==> src/rtl/snes_color_mapper.sv <==
// SNES button-to-colour mapper: per-button 2-flop sync + debounce, press arbitration, latched palette colour.
// Define SNES_COLOR_FADE_EN to ramp the outputs toward a new colour one step per FADE_DIV cycles.

module snes_btn_deb #(
  parameter int DEB_CYCLES = 4
) (
  input  logic clk,
  input  logic rst_n,
  input  logic btn_n_i,
  output logic stable_o,
  output logic fall_o
);
  localparam int CW = $clog2(DEB_CYCLES + 1);

  logic [1:0]    sync_q;
  logic [CW-1:0] cnt_q, cnt_d;
  logic          stable_q, stable_d;
  logic          mismatch, accept;

  // Accept once DEB_CYCLES+1 consecutive synced samples disagree with the stable level.
  assign mismatch = sync_q[1] != stable_q;
  assign accept   = mismatch && (cnt_q == CW'(DEB_CYCLES));

  always_comb begin
    cnt_d    = '0;
    stable_d = stable_q;
    if (accept)        stable_d = sync_q[1];
    else if (mismatch) cnt_d    = cnt_q + CW'(1);
  end

  always_ff @(posedge clk) begin
    if (!rst_n) begin
      sync_q   <= 2'b11;
      cnt_q    <= '0;
      stable_q <= 1'b1;
    end else begin
      sync_q   <= {sync_q[0], btn_n_i};
      cnt_q    <= cnt_d;
      stable_q <= stable_d;
    end
  end

  assign stable_o = stable_q;
  assign fall_o   = accept & stable_q;
endmodule

module snes_color_mapper #(
  parameter int NUM_BTN    = 12,
  parameter int CBITS      = 4,
  parameter int DEB_CYCLES = 250000,
  parameter int FADE_DIV   = 65536
) (
  input  logic                       clk,
  input  logic                       rst_n,
  input  logic [NUM_BTN-1:0]         btn_n,
  input  logic [NUM_BTN*3*CBITS-1:0] palette,
  output logic [CBITS-1:0]           red,
  output logic [CBITS-1:0]           green,
  output logic [CBITS-1:0]           blue,
  output logic [NUM_BTN-1:0]         btn_stable,
  output logic                       press_strobe,
  output logic [3:0]                 active_idx,
  output logic                       settled
);
  localparam int PW = 3 * CBITS;

  if (NUM_BTN < 1 || NUM_BTN > 16 || DEB_CYCLES < 1 || FADE_DIV < 1 || CBITS < 1) begin : g_param_chk
    $error("snes_color_mapper: parameter out of range");
  end

  logic [NUM_BTN-1:0] fall;
  logic               win_vld;
  logic [3:0]         win_idx;
  logic [PW-1:0]      win_col;
  logic [PW-1:0]      tgt_q, tgt_d, rgb_q, rgb_d;
  logic [3:0]         idx_q, idx_d;
  logic               strobe_q;

  for (genvar g = 0; g < NUM_BTN; g++) begin : g_lane
    snes_btn_deb #(.DEB_CYCLES(DEB_CYCLES)) u_deb (
      .clk      (clk),
      .rst_n    (rst_n),
      .btn_n_i  (btn_n[g]),
      .stable_o (btn_stable[g]),
      .fall_o   (fall[g])
    );
  end

  // Highest index wins among presses accepted on the same edge.
  always_comb begin
    win_vld = 1'b0;
    win_idx = '0;
    win_col = '0;
    for (int i = 0; i < NUM_BTN; i++) begin
      if (fall[i]) begin
        win_vld = 1'b1;
        win_idx = 4'(i);
        win_col = palette[i*PW +: PW];
      end
    end
  end

  assign idx_d = win_vld ? win_idx : idx_q;
  assign tgt_d = win_vld ? win_col : tgt_q;

`ifdef SNES_COLOR_FADE_EN
  localparam int TW = $clog2(FADE_DIV + 1);

  logic [TW-1:0] tick_q;
  logic          tick;

  assign tick = tick_q == TW'(FADE_DIV - 1);

  always_ff @(posedge clk) begin
    if (!rst_n) tick_q <= '0;
    else        tick_q <= tick ? '0 : tick_q + TW'(1);
  end

  // Each channel moves one code toward the target per tick; equality stops it, so no overshoot.
  always_comb begin
    rgb_d = rgb_q;
    if (tick) begin
      for (int c = 0; c < 3; c++) begin
        if (rgb_q[c*CBITS +: CBITS] < tgt_q[c*CBITS +: CBITS])
          rgb_d[c*CBITS +: CBITS] = rgb_q[c*CBITS +: CBITS] + CBITS'(1);
        else if (rgb_q[c*CBITS +: CBITS] > tgt_q[c*CBITS +: CBITS])
          rgb_d[c*CBITS +: CBITS] = rgb_q[c*CBITS +: CBITS] - CBITS'(1);
      end
    end
  end
`else
  assign rgb_d = tgt_q;
`endif

  always_ff @(posedge clk) begin
    if (!rst_n) begin
      strobe_q <= 1'b0;
      idx_q    <= '0;
      tgt_q    <= '0;
      rgb_q    <= '0;
    end else begin
      strobe_q <= win_vld;
      idx_q    <= idx_d;
      tgt_q    <= tgt_d;
      rgb_q    <= rgb_d;
    end
  end

  assign red          = rgb_q[3*CBITS-1:2*CBITS];
  assign green        = rgb_q[2*CBITS-1:CBITS];
  assign blue         = rgb_q[CBITS-1:0];
  assign press_strobe = strobe_q;
  assign active_idx   = idx_q;
  assign settled      = rgb_q == tgt_q;
endmodule

==> config.mk <==
export PLATFORM = sky130hd
export DESIGN_NAME = snes_color_mapper
export DESIGN_NICKNAME = d
export VERILOG_FILES = /design/src/rtl/snes_color_mapper.sv
export SDC_FILE = /design/constraint.sdc
export NUM_CORES = 1
export LEC_CHECK = 0
export ABC_AREA = 0
export CELL_PAD_IN_SITES_DETAIL_PLACEMENT = 0
export CELL_PAD_IN_SITES_GLOBAL_PLACEMENT = 2
export CORE_ASPECT_RATIO = 1.5
export CORE_MARGIN = 3
export CORE_UTILIZATION = 36
export DETAILED_ROUTE_END_ITERATION = 10
export PLACE_DENSITY_LB_ADDON = 0.1
export SLEW_MARGIN = 10
export SYNTH_ARGS = -nofsm -noshare
export SYNTH_HDL_FRONTEND = slang
export SYNTH_SLANG_ARGS = --single-unit
export TNS_END_PERCENT = 5
==> constraint.sdc <==
create_clock -name clk -period 6.8 [get_ports clk]
set_clock_uncertainty 0.2 [all_clocks]
set_input_delay 1.36 -clock clk [delete_from_list [all_inputs] [get_ports clk]]
set_output_delay 1.36 -clock clk [all_outputs]
set_load 0.01 [all_outputs]
; ---- After elaboration in Yosys (flattened, before gate mapping)
; Cells that the tools add are included.
; Widths: inputs -> output; s select.
[totals]
latch_bits = 0
romBits = 0
elab_cells = 161
n_memories = 0
register_bits = 281
out_inout_bits = 30
mem_bits_rw = 0
input_bits = 158
[classes]
n_addsub = 12
eq_ne = 25
n_mul = 0
n_mux = 35
bitwise = 25
div = 0
n_reduce_logical = 24
n_shift = 0
order_cmp = 0
[ops]
columns = cell, count
row1 = $add 18x1->18 const B, 12
row2 = $eq 18x18->1 const B, 12
row3 = $mux 12, 12
row4 = $mux 4, 10
row5 = $reduce_or 3->1, 12
row6 = $mux 1, 13
row7 = $not 1->1, 13
row8 = $and 1x1->1, 12
row9 = $eq 12x12->1, 1
row10 = $logic_and 1x1->1, 12
row11 = $ne 1x1->1, 12

; ---- Logic depth before layout (Yosys ltp)
[depth]
depth_word = 15
ltp_mapped = 11

; ---- Cells and area by module
; Synthesis repeated with hierarchy kept, for this count alone.
[hier_totals]
cells_unflattened = 1607
area_unflattened_um2 = 14108.5
[by_module_without_submodules]
columns = module, cells_per_inst, instances, area_each_um2
row1 = snes_btn_deb, 110, 12, 987.2
row2 = snes_color_mapper, 287, 1, 2262.2

; ---- Least setup slack after synthesis
; OpenSTA, ideal clock, no wires.
[synth_path]
path_type = input to register
startpoint = input rst_n
endpoint = register tgt_q[10], in the netlist rgb_d[10]
required_ps = 6530
n_path_buf = 1
path_stages = 5
arrival_time_ps = 2579
path_slack_ps = 3952
path_cell_list = clkbuf_1 -> nor4b_2 -> o211ai_1 -> a41o_1 -> a21oi_1
[synth_rtl]
columns = element, line
row1 = from (decl), 54  ; input logic rst_n,
row2 = to (signal assigned), 144  ; tgt_q <= tgt_d;
row3 = to (decl), 75  ; logic [PW-1:0] tgt_q, tgt_d, rgb_q, rgb_d;

; ---- Worst setup path in the final report
[layout_path]
startpoint = register tgt_q[0], in the netlist rgb_d[0]
endpoint = output settled
[layout_via]
elab_chain_cells = 1
[layout_rtl]
columns = element, line
row1 = $eq 12x12->1, 154  ; assign settled = rgb_q == tgt_q;
row2 = to (decl), 63  ; output logic settled
; No other way between the ends.

==> results.cfg <==
[outcome]
result_of_the_run = finished, final reports clean

[layout]
final_cell_mix = 281 x sky130_fd_sc_hd__dfxtp_1, 257 x sky130_fd_sc_hd__nor2_1, 186 x sky130_fd_sc_hd__clkdlybuf4s50_1
layout.nets = 2000
post-route-util_pct = 45.5
final_common_cell = sky130_fd_sc_hd__dfxtp_1
register_area_um2 = 5630
area_delta_synth_final_pct = 24.0
finalInstanceArea_um2 = 17200
n_fill_cell = 3751
area_used_by_multi_input_combinational_logic_um2 = 7750
drive_above_1_share_pct = 4.45

[min_path]
hold_path.class = flop to flop

[routing]
drt_iter0_markers = 676
drtAntennaViolNets = 0
vias = 11880
post_drt_via_cell_ratio = 5.10
route.detailed.drc = 0
firstDrtPassIters = 5
wirelength_um = 41000
routed_wirelength_normalized_by_instance_count_um = 17.6

[clock_network]
clkSlewWorstSetupHoldPaths_ps = 60
clock_insertion_delay_at_the_later_pin_of_the_skew_report_ps = 600
clock_tree_from_tritoncts = built
cts_buffers = 31
clk_path_buf_depth = 3
post-cts-setup-buffer-count = 0
h-tree-depth = 1
clock-root-buffer = sky130_fd_sc_hd__clkbuf_16
cts_hold_buffers = 0
clkSinkCount = 281
post_cts_resize_count = 0

[setup_path]
worstPathRequired_ps = 5240
critical_path.endpoint_type = output port
slowest_delay_ps = 620
critical_path.startpoint_type = flop
setup.worst_path.class = flop to output port
timing.critical_path.arrival_ps = 2250
crit_fanout = 3
worstPathBufferInverterCount = 1
crit_family = buffers and inverters
critical_path.slowest_cell = sky130_fd_sc_hd__clkdlybuf4s50_1
crit_chain = xnor2_1 -> nand4_1 -> nor3_1 -> clkdlybuf4s50_1

[logic_synthesis]
synth_seq_area_share_pct = 40.5
synth_fp_nets = 1838
yosys_warnings = 0
synth_area_per_cell_um2 = 8.39
postSynth.asyncResetShare_pct = 0
yosys_register_bits = 281
post_synth_num_cell_types = 63
synth-main-ff-cell = sky130_fd_sc_hd__dfxtp_1
synth-edff-count = 0
syn-cell-area_um2 = 13900
synthesis.instances = 1656

[floorplanning]
fp.dieW_um = 166
fp-row-count = 87
die_footprint_um2 = 41000
floorplan.initialDensity_pct = 36.7
core-area_um2 = 37900
io_count = 188
die-height_um = 247

[grt]
number_of_global_route_vias_before_repair = 11994
grt_first_pass_wirelength_um = 64700
overall_global_routing_usage_pct = 19.4
antenna_found_initial = 4
globalRouteOverflowTotal = 0
pin_count_of_the_biggest_net_entering_global_routing = 56

[timing]
layout_min_cycle_time_ps = 3810
postLayoutSetupSlackWorst_ps = 2990
period_share_pct = 56.0
slew_headroom_pct = 30.6
timing_hold_violations_final = 0
worstMarginPinSlew_ps = 1040
timing.setup.tns_ps = 0
clock.fmax_mhz = 263
rsz0062_at_grt = false
final.hold.worst_slack_ps = 211
finalSetupViolations = 0
final-max-slew-violation-count = 0

[power]
power_per_cell_area_nw_per_um2 = 208
power_leakage_nw = 5.65
vdd.ir_drop.worst_v = 0.000169

[placement]
hpwl_um = 31000
preCtsSetupSlack_ps = 3180
dpl-instance-area_um2 = 16200
io_buffer_count = 187
routabilityCongestion = 0.826

[job]
max_cap_viol = 0
==> metal layers <==
layer	share of wire, %	up-vias	global-route usage (%)
met5	0.066	-	0
met4	2.4	4	5.54
met2	49	280	34.7
met3	6.0	55	4.19
met1	43	5515	23.4
li1	-	6026	-
==> registers in the layout (all words and copies together) (netlist names) <==
name and count:
active_idx 4, g_lane.u_deb.cnt_q 216, g_lane.u_deb.stable_o 12, g_lane.u_deb.sync_q 24
press_strobe 1, rgb_d 12, rgb_q 12
==> power breakdown <==
part | switching [mW] | internal [mW] | total [mW]
Sequential | 0.00691 | 1.65 | 1.66
Combinational | 0.0543 | 0.0946 | 0.149
Clock | 0.748 | 1.02 | 1.77
Total | 0.809 | 2.77 | 3.58
==> worst register-to-register path: stages (launching register included) <==
cell and delay, ps:
sky130_fd_sc_hd__dfxtp_1 340, sky130_fd_sc_hd__or4b_4 560, sky130_fd_sc_hd__nor4b_4 300, sky130_fd_sc_hd__nor4b_4 890
sky130_fd_sc_hd__a21oi_1 230, sky130_fd_sc_hd__and4_4 350, sky130_fd_sc_hd__o31ai_1 510, sky130_fd_sc_hd__a21oi_1 120
==> synth_stat cells, types with 5 or more instances <==
library cell	count	area [um^2]
sky130_fd_sc_hd__a21oi_1	38	190
sky130_fd_sc_hd__a41o_1	10	100
sky130_fd_sc_hd__and2_1	18	113
sky130_fd_sc_hd__and3_1	55	344
sky130_fd_sc_hd__and4_1	10	87.6
sky130_fd_sc_hd__and4b_1	5	50.1
sky130_fd_sc_hd__buf_4	12	90.1
sky130_fd_sc_hd__clkbuf_1	50	188
sky130_fd_sc_hd__dfxtp_1	281	5630
sky130_fd_sc_hd__ha_1	24	300
sky130_fd_sc_hd__inv_1	61	229
sky130_fd_sc_hd__mux2i_1	7	70.1
sky130_fd_sc_hd__nand2_1	129	484
sky130_fd_sc_hd__nand2b_1	44	275
sky130_fd_sc_hd__nand3_1	138	691
sky130_fd_sc_hd__nand3b_1	15	113
sky130_fd_sc_hd__nand4_1	38	238
sky130_fd_sc_hd__nand4b_1	13	114
sky130_fd_sc_hd__nor2_1	257	965
sky130_fd_sc_hd__nor2b_1	13	81.3
sky130_fd_sc_hd__nor3_1	25	125
sky130_fd_sc_hd__nor3b_1	17	128
sky130_fd_sc_hd__nor4_1	12	75.1
sky130_fd_sc_hd__nor4b_1	14	123
sky130_fd_sc_hd__nor4bb_1	11	110
sky130_fd_sc_hd__o2111ai_1	11	96.3
sky130_fd_sc_hd__o211ai_1	12	90.1
sky130_fd_sc_hd__o21ai_0	33	165
sky130_fd_sc_hd__o22a_1	10	87.6
sky130_fd_sc_hd__o311ai_0	5	43.8
sky130_fd_sc_hd__o31ai_1	10	75.1
sky130_fd_sc_hd__or3_1	28	175
sky130_fd_sc_hd__or4b_1	6	60.1
sky130_fd_sc_hd__xnor2_1	79	692
sky130_fd_sc_hd__xor2_1	124	1090
==> cell type report <==
| class | instances | area share [%] |
|---|---|---|
| antenna | 1 | 0.0145 |
| clock buffer | 36 | 4.73 |
| clock inverter | 20 | 1.49 |
| inverter | 61 | 1.33 |
| multi-input combinational | 1247 | 45.0 |
| sequential | 281 | 32.7 |
| tap | 489 | 3.55 |
| timing repair buffer | 196 | 11.2 |
==> path summary, 6_finish.rpt <==
path | startpoint | slack (ps) | depth (start not counted) | endpoint
max | rgb_d[0] | 2990 | 4 | settled
min | g_lane[8].u_deb.sync_q[0] | 210 | 1 | g_lane[8].u_deb.sync_q[1]
max reg2reg | g_lane[5].u_deb.cnt_q[13] | 3140 | 7 | rgb_d[3]
min reg2reg | g_lane[8].u_deb.sync_q[0] | 210 | 1 | g_lane[8].u_deb.sync_q[1]
==> through the flow <==
| stage | std cells | total power [mW] |
|---|---|---|
| after floorplan | 1656 | 1.73 |
| after global placement | 2274 | 1.85 |
| after detailed placement | 2274 | 1.85 |
| after CTS | 2330 | 3.64 |
| after global routing | 2330 | 3.71 |
| final | 2331 | 3.58 |
==> cell families after synthesis <==
family	count (synthesis)	synth area share (%)
simple gates	865	32.8
flops	281	40.5
xor+xnor	203	12.8
compound gates	148	7.31
buf+inv	128	3.87
fa+ha+maj	24	2.16
mux	7	0.505
(Power assumes the default switching activity.)
